File: config.mk
export PLATFORM = sky130hd
export DESIGN_NAME = uart_rx_loader
export DESIGN_NICKNAME = d
export VERILOG_FILES = /design/src/rtl/uart_rx_loader.sv
export SDC_FILE = /design/constraint.sdc
export NUM_CORES = 1
export LEC_CHECK = 0
export ABC_AREA = 1
export CAP_MARGIN = 20
export CORE_UTILIZATION = 40
export DETAILED_ROUTE_END_ITERATION = 7
export DONT_BUFFER_PORTS = 1
export SYNTH_ARGS = -nofsm -noshare
export SYNTH_HDL_FRONTEND = slang
export SYNTH_SLANG_ARGS = --single-unit
File: constraint.sdc
create_clock -name sysclk -period 4.06 [get_ports sysclk]
set_input_delay 0.609 -clock sysclk [delete_from_list [all_inputs] [get_ports sysclk]]
set_output_delay 0.609 -clock sysclk [all_outputs]
set_load 0.005 [all_outputs]
File: src/rtl/uart_rx_loader.sv
// Program-image loader: packs bytes from a UART receiver into big-endian
// 32-bit words and writes each one to memory, ending on a word limit or idle timeout.
module uart_rx_loader #(
  parameter int WORD_COUNT     = 256,
  parameter int ADDR_W         = 8,
  parameter int TIMEOUT_CYCLES = 1000000
) (
  input  logic              sysclk,
  input  logic              reset,
  input  logic              start,
  input  logic              rx_done,
  input  logic [7:0]        rx_data,
  output logic              rx_enable,
  output logic              mem_we,
  output logic [ADDR_W-1:0] mem_addr,
  output logic [31:0]       mem_wdata,
  output logic              busy,
  output logic              done,
  output logic [ADDR_W:0]   word_cnt,
  output logic              timeout_err
);

  localparam int              TO_W       = $clog2(TIMEOUT_CYCLES);
  localparam logic [TO_W-1:0] TO_FIRE    = TO_W'(TIMEOUT_CYCLES - 2);
  localparam logic [ADDR_W:0] WORD_LIMIT = (ADDR_W+1)'(WORD_COUNT);

  typedef enum logic [1:0] {S_IDLE, S_RECV, S_WRITE, S_DONE} state_e;

  state_e              state_q, state_d;
  logic                rx_done_q, rx_done_d;
  logic [31:0]         word_q, word_d;
  logic [1:0]          byte_idx_q, byte_idx_d;
  logic [TO_W-1:0]     to_cnt_q, to_cnt_d;
  logic                got_byte_q, got_byte_d;
  logic                rx_enable_q, rx_enable_d;
  logic                mem_we_q, mem_we_d;
  logic [ADDR_W-1:0]   mem_addr_q, mem_addr_d;
  logic [31:0]         mem_wdata_q, mem_wdata_d;
  logic                busy_q, busy_d;
  logic                done_q, done_d;
  logic [ADDR_W:0]     word_cnt_q, word_cnt_d;
  logic                timeout_err_q, timeout_err_d;

  logic                strb;
  logic [31:0]         shifted;
  logic [31:0]         padded;

  assign strb    = rx_done & ~rx_done_q;
  assign shifted = {word_q[23:0], rx_data};

  // A partial word is left-justified: the oldest byte lands in [31:24].
  always_comb begin
    padded = '0;
    case (byte_idx_q)
      2'd1:    padded = {word_q[7:0], 24'h0};
      2'd2:    padded = {word_q[15:0], 16'h0};
      default: padded = {word_q[23:0], 8'h0};
    endcase
  end

  always_comb begin
    // NOTE: every next-state signal gets a default here so no path leaves one unassigned and infers a latch.
    state_d       = state_q;
    rx_done_d     = rx_done;
    word_d        = word_q;
    byte_idx_d    = byte_idx_q;
    to_cnt_d      = to_cnt_q;
    got_byte_d    = got_byte_q;
    mem_addr_d    = mem_addr_q;
    mem_wdata_d   = '0;
    word_cnt_d    = word_cnt_q;
    timeout_err_d = timeout_err_q;

    case (state_q)
      S_IDLE, S_DONE: begin
        if (start) begin
          state_d       = S_RECV;
          mem_addr_d    = '0;
          word_cnt_d    = '0;
          byte_idx_d    = '0;
          timeout_err_d = 1'b0;
          to_cnt_d      = '0;
          got_byte_d    = 1'b0;
          word_d        = '0;
        end
      end

      S_RECV: begin
        if (strb) begin
          word_d     = shifted;
          to_cnt_d   = '0;
          got_byte_d = 1'b1;
          if (byte_idx_q == 2'd3) begin
            state_d     = S_WRITE;
            byte_idx_d  = '0;
            mem_wdata_d = shifted;
          end else begin
            byte_idx_d = byte_idx_q + 2'd1;
          end
        end else if (got_byte_q) begin
          if (to_cnt_q >= TO_FIRE) begin
            if (byte_idx_q == 2'd0) begin
              state_d = S_DONE;
            end else begin
              state_d       = S_WRITE;
              timeout_err_d = 1'b1;
              mem_wdata_d   = padded;
              byte_idx_d    = '0;
            end
          end else begin
            to_cnt_d = to_cnt_q + 1'b1;
          end
        end
      end

      S_WRITE: begin
        mem_addr_d = mem_addr_q + 1'b1;
        word_cnt_d = word_cnt_q + 1'b1;
        state_d    = (word_cnt_d == WORD_LIMIT || timeout_err_q) ? S_DONE : S_RECV;
        // Idle time keeps accruing across the write so the timeout is measured from the last byte.
        if (strb) begin
          word_d     = shifted;
          byte_idx_d = 2'd1;
          to_cnt_d   = '0;
          got_byte_d = 1'b1;
        end else begin
          to_cnt_d = to_cnt_q + 1'b1;
        end
      end

      default: state_d = S_IDLE;
    endcase

    rx_enable_d = (state_d == S_RECV) || (state_d == S_WRITE);
    busy_d      = (state_d == S_RECV) || (state_d == S_WRITE);
    mem_we_d    = (state_d == S_WRITE);
    done_d      = (state_d == S_DONE);
  end

  // NOTE: sequential state uses non-blocking assignments so every flop samples pre-edge values.
  always_ff @(posedge sysclk) begin
    if (!reset) begin
      state_q       <= S_IDLE;
      rx_done_q     <= 1'b0;
      word_q        <= '0;
      byte_idx_q    <= '0;
      to_cnt_q      <= '0;
      got_byte_q    <= 1'b0;
      rx_enable_q   <= 1'b0;
      mem_we_q      <= 1'b0;
      mem_addr_q    <= '0;
      mem_wdata_q   <= '0;
      busy_q        <= 1'b0;
      done_q        <= 1'b0;
      word_cnt_q    <= '0;
      timeout_err_q <= 1'b0;
    end else begin
      state_q       <= state_d;
      rx_done_q     <= rx_done_d;
      word_q        <= word_d;
      byte_idx_q    <= byte_idx_d;
      to_cnt_q      <= to_cnt_d;
      got_byte_q    <= got_byte_d;
      rx_enable_q   <= rx_enable_d;
      mem_we_q      <= mem_we_d;
      mem_addr_q    <= mem_addr_d;
      mem_wdata_q   <= mem_wdata_d;
      busy_q        <= busy_d;
      done_q        <= done_d;
      word_cnt_q    <= word_cnt_d;
      timeout_err_q <= timeout_err_d;
    end
  end

  assign rx_enable   = rx_enable_q;
  assign mem_we      = mem_we_q;
  assign mem_addr    = mem_addr_q;
  assign mem_wdata   = mem_wdata_q;
  assign busy        = busy_q;
  assign done        = done_q;
  assign word_cnt    = word_cnt_q;
  assign timeout_err = timeout_err_q;

endmodule

# Word-level counts from Yosys, hierarchy flattened
# Index checks and enable logic that the tools add are counted.
[classes]
n_bitwise = 2
magnitude_cmp = 1
n_eq_ne = 21
n_reduce_logical = 14
n_addsub = 4
n_mux = 43
[ops]
columns = ["operator", "count"]
rows = [
  ["2-to-1 mux 32 bit", 5],
  ["2-to-1 mux 20 bit", 5],
  ["one-hot mux 32 bit (2 select lines)", 1],
  ["one-hot mux 20 bit (3 select lines)", 1],
  ["2-to-1 mux 24 bit", 2],
  ["one-hot mux 24 bit (2 select lines)", 1],
  ["2-to-1 mux 2 bit", 13],
  ["adder 20 x 1 -> 20 bit, second input constant", 1],
  ["greater-or-equal comparator 20 bit, second input constant", 1],
  ["one-hot mux 9 bit (2 select lines)", 1],
  ["one-hot mux 8 bit (2 select lines)", 1],
  ["== test 2 bit, second input constant", 6],
  ["inequality test 2 bit, second input constant", 6],
  ["inequality test 3 bit, second input constant", 4],
  ["one-hot mux 2 bit (3 select lines)", 2],
  ["adder 9 x 1 -> 9 bit, second input constant", 1],
  ["== test 9 bit, second input constant", 1],
  ["2-to-1 mux 9 bit", 1],
  ["adder 8 x 1 -> 8 bit, second input constant", 1],
  ["2-to-1 mux 8 bit", 1],
  ["2-to-1 mux 1 bit", 7],
  ["== test 2 x 1 -> 1 bit, second input constant", 3],
  ["AND reduction 2 bit", 3],
  ["AND reduction 6 bit", 1],
  ["11 further kinds", 16],
]
[word_totals]
output_inout_bits = 54
ff_bits = 103

# Logic depth before layout (Yosys ltp)
# Gate-level depths: netlist of run 1.
[logic_depth]
ltp_word = 8
mapped_depth = 17
depth_no_buf = 17

# Least setup slack after synthesis of run 1
# Ideal clock, no wire load.
[synth_path]
path_type = "input to register"
start = "input port rx_done"
end = "register busy_q (netlist: busy)"
n_path_buf = 0
t_arrival_ns = 1.837
path_slack_ns = 2.156
stages = 14
setup_ns = 0.066
path_cell_list = "inv_2 > nor2_4 > inv_2 > nor2_1 > inv_1 > nand2_1 > inv_1 > nand2_1 > nand2_1 > nand2_1 > nand2_1 > nand2_1 > ha_1 > nor2_1"
[synth_between]
elab_chain_cells = 5
elab_cells_between_ends = 6
cone_classes = "eq/ne (2); mux (2); bitwise (1); reduce/logical (1)"
[synth_lines]
columns = ["item", "line_no", "text"]
rows = [
  ["from (decl)", "11", "input logic rx_done,"],
  ["bitwise AND 1 bit (*)", "48", "assign strb = rx_done & ~rx_done_q;"],
  ["2-to-1 mux 2 bit (*)", "89", "if (strb) begin"],
  ["one-hot mux 2 bit (3 select lines) (*)", "74", "case (state_q)"],
  ["via state_d[1]", "29", "state_e state_q, state_d;"],
  ["== test 2 x 1 -> 1 bit or == test 2 bit (tied branches)", "135", "busy_d = (state_d == S_RECV) || (state_d == S_WRITE);"],
  ["logical OR 1 bit (*)", "135", ""],
  ["to (signal assigned)", "168", "busy_q <= busy_d;"],
  ["to (decl)", "39", "logic busy_q, busy_d;"],
]
# The timed path passes the listed nets; every way through them passes the cells marked *.
# A chain may end at the register's enable or synchronous reset.

# Worst setup path after layout of run 1
[layout_path]
start = "register state_q[0]"
end = "register mem_addr_q[6] (netlist: mem_addr[6])"
[layout_between]
elab_chain_cells = 4
elab_cells_between_ends = 8
cone_classes = "eq/ne (3); mux (1); reduce/logical (4)"
[layout_lines]
columns = ["item", "line_no", "text"]
rows = [
  ["from (decl)", "29", ""],
  ["from (signal assigned)", "158", "state_q <= state_d;"],
  ["== test 2 bit or logical NOT 2 bit (tied branches)", "74", ""],
  ["OR reduction 2 bit", "74", ""],
  ["inequality test 2 bit (no source line) or nonzero test 2 bit (tied branches)", "-", ""],
  ["AND reduction 2 bit (no source line)", "-", ""],
  ["to (signal assigned)", "166", "mem_addr_q <= mem_addr_d;"],
  ["to (decl)", "37", "logic [ADDR_W-1:0] mem_addr_q, mem_addr_d;"],
]
# Parallel ways exist; a longest one is shown, timed or not.

==> results list, run 1 <==
* Run status: completed
- Summed over all layers, the routed wires come to 11.3 mm.
- Synth top area share: 0.418
* Worst Reg-to-Reg Cells: 12
- Leak: between 1.5 and 2 nW
* Post-layout nets: 682
- Ratio of cells with drive above 1 in the final layout: 0.0845
- The total area inside the core boundary comes to 0.0120 mm2.
- In this run, distinct cell masters in the synthesized netlist total 41.
* Share of the core filled with cells: 0.443
- Arr. time, crit path: about 2.7 ns
- Summed over all failing endpoints, the final setup total negative slack is 0 ns.
- Number of storage elements in the synthesis netlist: 103
- Number of failing setup endpoints in the final timing report: 0
- Detailed-route via count: about 4200
- Number of clock buffers inserted by TritonCTS: 9
* Filler cell count: 1260
- Worst ir drop on vdd: 338 uV
- Clock latency on the worst-skew pair: between 0.3 and 0.4 ns
- Unrepaired setup endpoints after global routing: false
- The worst setup path is launched from a flip-flop.
- Counting every net in the synthesized netlist gives 692.
- Worst slew margin: 0.501
- Standard-cell row count: 40
- Tightest Pin Transition: between 0.7 and 0.8 ns
- DRC violation count after routing: 0
* Count of antenna-violating nets left after detailed routing: 0
- Synthesis handed over a netlist of around 670 instances.
- Port buffer count: 0
- The final count of hold timing violations is 0.
- Most used standard cells in the synthesized netlist: sky130_fd_sc_hd__nand2_1, sky130_fd_sc_hd__dfxtp_1, sky130_fd_sc_hd__inv_1
- Synth-to-layout area growth: 8.07%
- Width of the die: around 110 um
* Vias in the first global route: 3928
* Remaining global-route overflow: 0
* Maximum number of pins on one net before global-route repair: 35
* Hold buffer count at CTS: 0
- TritonCTS built the clock tree.
- Global-route wire length before repair: 18.9 mm
- Hold timing on the final database bottoms out at a slack of 0.352 ns.
* Synth Cell Area: 0.00493 mm2
- The synthesized design contains 0 enable-type register cells.
- By instance count, the leading cell after synthesis is sky130_fd_sc_hd__nand2_1.
- Final number of max-transition violations: 0
* Clock slew seen by the registers of the worst setup and hold paths: 0.07 ns
- Number of max-cap violations: 0
- The clock drives slightly above 100 sinks.
- First-iteration detailed-routing DRC count: around 320
- The worst setup path is of the reg2reg kind.
* Clock buffer depth: 2
- Async SR Flop Fraction: 0
* Period minus WS final: 2.45 ns
- In this run the post-CTS setup repair buffer count came out at 0.
* Category of the worst setup path capture point: flip-flop
- Post-CTS repair changed the size of 0 cells.
- Number of antenna violations at the first check in global routing: 0
- Yosys synthesis warning count: 0
* Final weighted congestion of routability-driven global placement: slightly above 0.8
- The floorplan step set the die height to 113 um.
* Post-synthesis area per instance: 7.38 um2
- Setup Skew: 0.00652 ns
* Req. time, crit path: roughly 4.3 ns
* Leading register cell type out of synthesis: sky130_fd_sc_hd__dfxtp_1
- Post-route fraction of the period consumed by the critical path: 0.604
* Post-detailed-route wirelength per cell: 14.0 um
- The biggest area contributor in the post-synthesis netlist is sky130_fd_sc_hd__dfxtp_1.
* # diodes: 0
- For this design the top-level I/O count stands at between 60 and 70.
- Largest cells by area after synthesis: sky130_fd_sc_hd__dfxtp_1, sky130_fd_sc_hd__nand2_1, sky130_fd_sc_hd__inv_1, sky130_fd_sc_hd__a21oi_1, sky130_fd_sc_hd__o21ai_0
* Depth of the CTS H-tree: 3
- Worst Hold Class: in2reg
* Maximum fanout along the worst path: 11
* Total half-perimeter wirelength after legalization and detailed placement: 7.96 mm
- Initial core utilization: 0.410
* Power density normalized to cell area: just over 400 mW/mm2
* 1st-pass router iterations: 5
* Highest clock frequency the design can meet: around 0.41 GHz
- Clk root buf: sky130_fd_sc_hd__clkbuf_16
- Area of the die: roughly 0.013 mm2
- Sequential area share after synthesis: 0.418
* Combined global-route utilization of all metal layers: 0.185
* Via count normalized by instance count: 5.24
- Hold Path Cell Cnt: 2
flip-flops by register name, indices dropped and copies added, names as in the netlist:
name	count
busy	1
word_q	24
done	1
timeout_err	1
word_cnt	9
rx_done_q	1
byte_idx_q	2
mem_addr	8
to_cnt_q	20
state_q	2
mem_we	1
mem_wdata	32
got_byte_q	1
worst max-delay path: stages, from the launching register on:
cell and delay (ns):
sky130_fd_sc_hd__dfxtp_1 0.35, sky130_fd_sc_hd__inv_1 0.08, sky130_fd_sc_hd__ha_1 0.51, sky130_fd_sc_hd__inv_2 0.16, sky130_fd_sc_hd__nand2_1 0.12, sky130_fd_sc_hd__nand2_1 0.23, sky130_fd_sc_hd__inv_1 0.24, sky130_fd_sc_hd__nand2_1 0.07
sky130_fd_sc_hd__nor2_1 0.17, sky130_fd_sc_hd__nand3_1 0.12, sky130_fd_sc_hd__nor2_1 0.14, sky130_fd_sc_hd__o21ai_0 0.08, sky130_fd_sc_hd__a21oi_1 0.11
stage by stage:
| step | cells | setup slack (ns) | power (W) | instance area, um2 |
|---|---|---|---|---|
| after floorplan | 668 | 2.16 | 0.00121 | 4930 |
| after CTS | 809 | 1.60 | 0.00220 | 5300 |
| after global routing | 810 | 1.30 | 0.00227 | 5330 |
| final | 810 | 1.61 | 0.00217 | 5330 |
| after detailed placement | 793 | 1.62 | 0.00124 | 4960 |
| after global placement | 793 | 1.78 | 0.00123 | 4960 |
cell usage in the layout (no fill, tap or decap), drive strengths merged, types with 2 or more instances in the layout:
cell type  count
nand2        176
buf            4
dfxtp        103
nor2          53
o21ai         47
nand4         10
nor3          26
inv           88
a21oi         62
clkbuf        10
nand3b         7
o22ai         12
o221ai         6
a21o           2
xor2           8
ha            12
nand3         30
bufinv         2
layer usage:
layer | routed length (um) | share of wire | track usage | up-vias
met5 | 0 | 0 | 0 | -
met4 | 193 | 0.017 | 0.0693 | 0
met3 | 633 | 0.056 | 0.0493 | 17
met2 | 5330 | 0.47 | 0.306 | 129
met1 | 5150 | 0.46 | 0.231 | 1954
li1 | - | - | - | 2148
cell type report:
cell class                 count  area [um2]  share of cell area
clock inverter                 6        96.3              0.0181
clock buffer                  10         239              0.0449
timing repair buffer           4        50.0             0.00940
sequential                   103        2060               0.387
tap                          147         184              0.0345
inverter                      85         327              0.0613
multi-input combinational    455        2370               0.445
worst paths after layout:
| check | start | slack [ns] | end |
|---|---|---|---|
| max | state_q[0] | 1.61 | mem_addr[6] |
| min | rx_done | 0.35 | rx_done_q |
| max reg2reg | state_q[0] | 1.61 | mem_addr[6] |
| min reg2reg | word_q[20] | 0.47 | word_q[20] |
power by group:
group          switching, W  internal [W]  leakage, nW
Clock              0.000388      0.000566        0.162
Combinational      0.000136     0.0000514         1.01
Sequential        0.0000101       0.00102        0.831
kinds of logic (layout without fill, tap and decap cells):
| kind of cell | after synthesis | after routing | share of synthesized area |
|---|---|---|---|
| and+or+nand+nor | 304 | 304 | 0.281 |
| AOI/OAI and AO/OA | 130 | 130 | 0.153 |
| buffers and inverters | 110 | 105 | 0.101 |
| DFF | 103 | 103 | 0.418 |
| adders and majority gates | 12 | 12 | 0.0305 |
| xor gates and xnor gates | 9 | 9 | 0.0160 |
No activity file was read; power rests on OpenSTA's default activity.
==> run 2: changes to the inputs <==
==> constraint.sdc (replaced) <==
create_clock -name sysclk -period 2.35 [get_ports sysclk]
set_input_delay 0.3525 -clock sysclk [delete_from_list [all_inputs] [get_ports sysclk]]
set_output_delay 0.3525 -clock sysclk [all_outputs]
set_load 0.005 [all_outputs]
==> results list, run 2 (same netlist as run 1, synthesis figures left out) <==
- Count of antenna-violating nets left after detailed routing: 0 (unchanged)
- Net switching component of the power: 0.000961 W (was 0.000534 W)
- The flip-flop count of the largest register after layout came to 32 (unchanged).
* Setup Skew: 0.00639 ns (was 0.00652 ns)
- Start of the worst register-to-register path: state_q[0] (unchanged)
* DRC violation count after routing: 0 (unchanged)
- Clock tree from TritonCTS: done (unchanged)
- The maximum clock rate is 0.487 GHz (was 0.408 GHz).
- Maximum fanout along the worst path: 7 (was 11)
- Fraction of power spent switching nets: 0.270 (was 0.246)
- Run status: completed (unchanged).
- Most frequent cells in the layout: sky130_fd_sc_hd__nand2_1, sky130_fd_sc_hd__dfxtp_1, sky130_fd_sc_hd__inv_1 (unchanged)
* Period minus WS final: 2.06 ns (was 2.45 ns)
- The most common cell after layout, fill and taps aside was sky130_fd_sc_hd__nand2_1 (unchanged).
- The insertion delay to the later sink of the worst-skew pair was 0.35 ns (about the same).
- Final Total Pwr: 0.00356 W (was 0.00217 W)
- Final cell count without fillers: 818 (was 810)
- The path type of the worst setup path was reg2reg (unchanged).
* First-iteration detailed-routing DRC count: 337 (was 323)
- The buffers inserted during post-CTS setup optimization was 0 (unchanged).
* Total half-perimeter wirelength after legalization and detailed placement: 7.97 mm (was 7.96 mm)
* Power density normalized to cell area: 669 mW/mm2 (was 408 mW/mm2)
- Remaining global-route overflow: 0 (unchanged)
* Hold buffer count at CTS: 0 (unchanged)
- Global-route wire length before repair: 19.0 mm (was 18.9 mm)
* Ratio of cells with drive above 1 in the final layout: 0.0954 (was 0.0845)
- The horizontal die dimension was 113 um (unchanged).
- The sequential power share came to 0.500 (was 0.474).
- The total I/O pin count was 66 (unchanged).
- Dpl ws: 0.320 ns (was 1.62 ns)
* Overall routed net length: 11.4 mm (was 11.3 mm)
- Post-detailed-route wirelength per cell: 13.9 um (was 14.0 um)
* Initial core utilization: 0.410 (unchanged)
- Clk root buf: sky130_fd_sc_hd__clkbuf_16 (unchanged)
- Category of the worst setup path capture point: flip-flop (unchanged)
- Vias in the first global route: 3983 (was 3928)
- Category of the worst setup path launch point: flip-flop (unchanged)
* Via count normalized by instance count: 5.19 (was 5.24)
* Core ar.: 0.0120 mm2 (unchanged)
- Area of the die: 0.0128 mm2 (unchanged)
- Number of clock buffers inserted by TritonCTS: 9 (unchanged)
* Combined global-route utilization of all metal layers: 0.185 (about the same)
- The number of instances resized during post-cts repair is 0 (unchanged).
- Internal portion of total power: 0.00260 W (was 0.00164 W)
- Fraction of power consumed by combinational cells: 0.094 (was 0.086)
* Worst reg-to-reg setup slack: 0.29 ns (was 1.61 ns)
- Height of the chip: 113 um (unchanged)
- The worst slew slack as a fraction of its limit was 0.685 (was 0.501).
* Leak: 2.01 nW (was 2.00 nW)
* Number of max-cap violations: 0 (unchanged)
- The classification of the worst-slack hold path is in2reg (unchanged).
- 1st-pass router iterations: 4 (was 5)
- The maximum number of pins on one net before global-route repair is 29 (was 35).
* Filler cell count: 1221 (was 1260)
- Synth-to-layout area growth: 8.00% (was 8.07%)
- Unrepaired setup endpoints after global routing: false (unchanged).
- Req. time, crit path: 2.63 ns (was 4.34 ns)
- Number of failing setup endpoints in the final timing report: 0 (unchanged)
- Post-route fraction of the period consumed by the critical path: 0.875 (was 0.604)
- The number of cells in the design after placement is 802 (was 793).
* Total Negative Setup Slacks: 0 ns (unchanged)
- Post-route worst setup slack: 0.295 ns (was 1.61 ns)
- Final worst hold slack: 0.104 ns (was 0.352 ns)
- Port buffer count: 0 (unchanged)
- Detailed-route via count: 4246 (was 4248)
* Standard-cell row count: 40 (unchanged)
- The maximum clock path buffer count was 2 (unchanged).
- The clock transition at the register clock pins on the worst setup and hold paths after CTS was 0.07 ns (about the same).
* Timing endpoint of the critical path: mem_addr[6] (unchanged)
* Worst Reg-to-Reg Cells: 13 (was 12)
* Final weighted congestion of routability-driven global placement: 0.928 (was 0.832)
- # diodes: 0 (unchanged)
- The reg-to-reg critical path endpoint is mem_addr[6] (unchanged).
- The number of pins exceeding their max-slew limit in the final report was 0 (unchanged).
- The final count of hold timing violations came to 0 (unchanged).
- The arrival time of the worst setup path came to 2.33 ns (was 2.73 ns).
- The number of antenna violations at the first check in global routing is 0 (unchanged).
- Worst ir drop on vdd: 445 uV (was 338 uV)
- Clock Sinks: 103 (unchanged)
- The count of nets after finishing came to 690 (was 682).
- The pin slew with the least headroom to its limit came to 0.471 ns (was 0.748 ns).
* Depth of the CTS H-tree: 3 (unchanged)
- The first element of the critical path was state_q[0] (unchanged).
* Clock share of power: 0.406 (was 0.439)
[run 2: cell types whose count changed in the layout (fill, tap and decap cells not counted)]
cell                        change
sky130_fd_sc_hd__buf_4          +9
sky130_fd_sc_hd__bufinv_16      -2
sky130_fd_sc_hd__clkbuf_8       -1
sky130_fd_sc_hd__clkinv_2       +1
sky130_fd_sc_hd__buf_16         -1
sky130_fd_sc_hd__clkinv_8       +1
sky130_fd_sc_hd__clkinv_4       +1
[run 2: routing by layer]
metal,share of wire,GRT usage
met1,0.46,0.232
met2,0.47,0.306
met3,0.049,0.0525
met4,0.018,0.0632
met5,0,0
[run 2: how the worst min path moves through the flow]
stage	to	slack, ns	cells after the start	start
2_1_floorplan	word_q[20]	0.44	2	word_q[20]
3_3_place_gp	word_q[17]	0.45	2	word_q[17]
3_5_place_dp	word_q[20]	0.46	2	word_q[20]
4_1_cts	done	0.1	2	reset
5_1_grt	mem_wdata[3]	0.10	2	rx_data[3]
6_report	done	0.10	2	reset
[run 2: critical path: stages (launching register included)]
cell,delay [ns]
sky130_fd_sc_hd__dfxtp_1,0.36
sky130_fd_sc_hd__inv_1,0.08
sky130_fd_sc_hd__ha_1,0.32
sky130_fd_sc_hd__inv_2,0.15
sky130_fd_sc_hd__nor2_4,0.07
sky130_fd_sc_hd__inv_2,0.07
sky130_fd_sc_hd__nand2_1,0.06
sky130_fd_sc_hd__inv_1,0.15
sky130_fd_sc_hd__nand2_1,0.08
sky130_fd_sc_hd__nor2_1,0.19
sky130_fd_sc_hd__nand3_1,0.13
sky130_fd_sc_hd__nor2_1,0.13
sky130_fd_sc_hd__o21ai_0,0.09
sky130_fd_sc_hd__a21oi_1,0.10
[run 2: area by class of cell]
cell class              count  area [um2]  area share
clock buffers               9         225      0.0423
well taps                 147         184      0.0346
inverters                  85         327      0.0614
multi-input cells         455        2370       0.445
flip-flops and latches    103        2060       0.387
clock inverters             7        66.3      0.0125
repair buffers             12        90.1      0.0169
[run 2: stage by stage]
step                instance area (um2)  utilization
floorplan                          4930            -
global placement                   5030        0.419
detailed placement                 5030        0.419
CTS                                5320        0.443
global route                       5320        0.443
finish                             5320        0.443
[run 2: power groups by stage]
stage               logic [W]  clock network [W]  registers [W]
global route         0.000376            0.00156        0.00178
global placement     0.000324                  0        0.00182
floorplan            0.000277                  0        0.00181
CTS                  0.000334            0.00149        0.00178
finish               0.000336            0.00145        0.00178
detailed placement   0.000333                  0        0.00182
==> run 3: changes to the inputs <==
--- a/config.mk
+++ b/config.mk
@@ -7,9 +7,10 @@
 export LEC_CHECK = 0
 export ABC_AREA = 1
 export CAP_MARGIN = 20
-export CORE_UTILIZATION = 40
+export CORE_UTILIZATION = 55
 export DETAILED_ROUTE_END_ITERATION = 7
-export DONT_BUFFER_PORTS = 1
+export PLACE_DENSITY = 0.8
+export SETUP_SLACK_MARGIN = 0.1
 export SYNTH_ARGS = -nofsm -noshare
 export SYNTH_HDL_FRONTEND = slang
 export SYNTH_SLANG_ARGS = --single-unit
==> results list, run 3 (same netlist as run 1, synthesis figures left out) <==
* Run status: completed (unchanged)
* Category of the worst setup path capture point: flip-flop (unchanged)
- The areal power density over the cells is 571 mW/mm2 (was 669 mW/mm2).
- Post-route worst setup slack: 0.292 ns (was 0.295 ns)
- Final worst hold slack: 0.469 ns (was 0.104 ns)
- The final weighted congestion of routability-driven global placement was 0.974 (was 0.928).
- Most common cell after layout, fill and taps aside: sky130_fd_sc_hd__nand2_1 (unchanged)
* Depth of the CTS H-tree: 3 (unchanged)
* CP peak stage delay: 0.42 ns (was 0.36 ns)
* Final number of max-transition violations: 0 (unchanged)
- Worst Hold Class: reg2reg (was in2reg)
* Count of antenna-violating nets left after detailed routing: 0 (unchanged)
- Remaining global-route overflow: 0 (unchanged)
- The highest layer used for signal routing was met4 (unchanged).
- The share of cells above drive strength 1 is 0.0883 (was 0.0954).
- Critical path cell sequence: ha_1, nand2_1, inv_1, nand2_1, nand2_1, nand2_1, nor2_1, nand4_1, nand2_1, nand2_1, nand2_1, nand2_1, nand2_1, ha_1, nor2_1 (was inv_1, ha_1, inv_2, nor2_4, inv_2, nand2_1, inv_1, nand2_1, nor2_1, nand3_1, nor2_1, o21ai_0, a21oi_1)
- Clock share of power: 0.356 (was 0.406)
- Setup Skew: 0.0165 ns (was 0.00639 ns)
- The core box area came to 0.00868 mm2 (was 0.0120 mm2).
- Detailed-route via count: 4580 (was 4246)
* Clock latency on the worst-skew pair: 0.38 ns (was 0.35 ns)
* Clock slew seen by the registers of the worst setup and hold paths: 0.11 ns (was 0.07 ns)
- The nature of the critical path startpoint was a flip-flop (unchanged).
- Most frequent cells in the layout: sky130_fd_sc_hd__nand2_1, sky130_fd_sc_hd__dfxtp_1, sky130_fd_sc_hd__inv_1 (unchanged).
- The pin slew with the least headroom to its limit was 0.446 ns (was 0.471 ns).
* Unrepaired setup endpoints after global routing: true (was false)
* Vias in the first global route: 4297 (was 3983)
- Synth-to-layout area growth: 18.9% (was 8.00%)
* # diodes: 0 (unchanged)
- The highest net fanout along the worst path is 6 (was 7).
* Number of failing hold endpoints at the final stage: 0 (unchanged)
- Post-layout nets: 755 (was 690)
- Clock tree from TritonCTS: done (unchanged)
- The post-route clock period utilization is 0.876 (was 0.875).
- Highest clock frequency the design can meet: 0.486 GHz (was 0.487 GHz)
* Dominant delay contributor by cell family on the critical path: simple AND/OR/NAND/NOR gates (unchanged)
- The y dimension of the die was 96.7 um (was 113 um).
- The number of buffers and inverters on the critical path came to 1 (was 4).
* Req. time, crit path: 2.66 ns (was 2.63 ns)
- The number of placement rows is 34 (was 40).
- The final setup violation count came to 0 (unchanged).
- The path type of the worst setup path is reg2reg (unchanged).
* Routed metal-1 wire length: 4.93 mm (was 5.27 mm)
- The horizontal die dimension came to 96.7 um (was 113 um).
- The power share of the combinational group came to 0.113 (was 0.094).
- 1st-pass router iterations: 5 (was 4)
- Max FFs per register: 32 (unchanged)
- Period minus WS final: 2.06 ns (about the same)
- Dpl ws: 0.129 ns (was 0.320 ns)
- WL met3: 534 um (was 553 um)
- The clock tree root buffer cell is sky130_fd_sc_hd__clkbuf_8 (was sky130_fd_sc_hd__clkbuf_16).
- The number of antenna violations at the first check in global routing is 0 (unchanged).
- Total Negative Setup Slacks: 0 ns (unchanged)
* Overall routed net length: 11.3 mm (was 11.4 mm)
- DRC violation count after routing: 0 (unchanged)
* Library cell contributing the largest single delay on the critical path: sky130_fd_sc_hd__dfxtp_1 (unchanged)
- The max capacitance violation total is 0 (unchanged).
* Final Total Pwr: 0.00335 W (was 0.00356 W)
* Met2 routed WL: 5.57 mm (was 5.36 mm)
- The sequential power share came to 0.531 (was 0.500).
- The arrival time of the worst setup path is 2.37 ns (was 2.33 ns).
* Worst ir drop on vdd: 449 uV (was 445 uV)
- The effective utilization at floorplan came to 0.568 (was 0.410).
- Total half-perimeter wirelength after legalization and detailed placement: 8.07 mm (was 7.97 mm)
* Post-detailed-route wirelength per cell: 13.3 um (was 13.9 um)
* Clock Sinks: 103 (unchanged)
- The count of buffers from port buffering came to 65 (was 0).
- Combined global-route utilization of all metal layers: 0.248 (was 0.185)
* Area of the die: 0.00934 mm2 (was 0.0128 mm2)
* Leak: 2.20 nW (was 2.01 nW)
- Among the stages of the critical path, the cell type that occurs most often is sky130_fd_sc_hd__nand2_1.
* Maximum number of pins on one net before global-route repair: 43 (was 29)
- The internal power component came to 0.00242 W (was 0.00260 W).
- Via count normalized by instance count: 5.43 (was 5.19)
- The worst slew slack as a fraction of its limit was 0.702 (was 0.685).
- The detailed router's first-iteration violation count came to 244 (was 337).
- The reported net switching power is 0.000928 W (was 0.000961 W).
- The global-route wire length before repair is 19.3 mm (was 19.0 mm).
- The maximum clock path buffer count is 2 (unchanged).
- The total I/O pin count is 66 (unchanged).
* Number of clock buffers inserted by TritonCTS: 9 (unchanged)
- The count of hold buffers inserted by post-cts repair was 0 (unchanged).
- The switching power as a share of total power is 0.277 (was 0.270).
[run 3: final cells by class]
| type | count | area (um2) |
|---|---|---|
| well taps | 108 | 135 |
| clock inverters | 6 | 73.8 |
| inverters | 85 | 329 |
| multi-input cells | 455 | 2370 |
| repair buffers | 77 | 753 |
| clock buffers | 10 | 138 |
| fillers | 791 | 2820 |
| flip-flops and latches | 103 | 2060 |
[run 3: what timing repair did]
item,4_1_cts,5_1_grt
setup buffers,0,0
gates resized for setup,0,2
setup endpoints to repair,0,4
[run 3: worst paths after layout]
check	startpoint	end	slack, ns	cells past startpoint
min reg2reg	word_q[20]	word_q[20]	0.47	2
max reg2reg	word_cnt[0]	busy	0.29	15
max	word_cnt[0]	busy	0.29	15
min	word_q[20]	word_q[20]	0.47	2
[run 3: worst min-delay path, delay by kind of cell (launching register included)]
kind | cells | cell delay [ns]
compound gates | 1 | 0.05
flops | 1 | 0.32
simple gates | 1 | 0.06
[run 3: power by group through the flow]
stage,clock network [W],registers [W],logic (W)
after global placement,0,0.00182,0.000361
final,0.00119,0.00178,0.000378
after global routing,0.00128,0.00178,0.000421
after CTS,0.00120,0.00178,0.000373
after detailed placement,0,0.00182,0.000371
after floorplan,0,0.00181,0.000277
[run 3: stage by stage]
step / util / area, um2 / std cells
floorplan: - / 4930 / 668
global placement: 0.651 / 5650 / 828
detailed placement: 0.651 / 5650 / 828
CTS: 0.675 / 5860 / 844
global route: 0.675 / 5860 / 844
finish: 0.675 / 5860 / 844
[run 3: metal layers]
metal | vias to the layer above | global-route usage
met4 | 0 | 0.113
met5 | - | 0
met3 | 18 | 0.0347
li1 | 2290 | -
met1 | 2134 | 0.304
met2 | 138 | 0.430
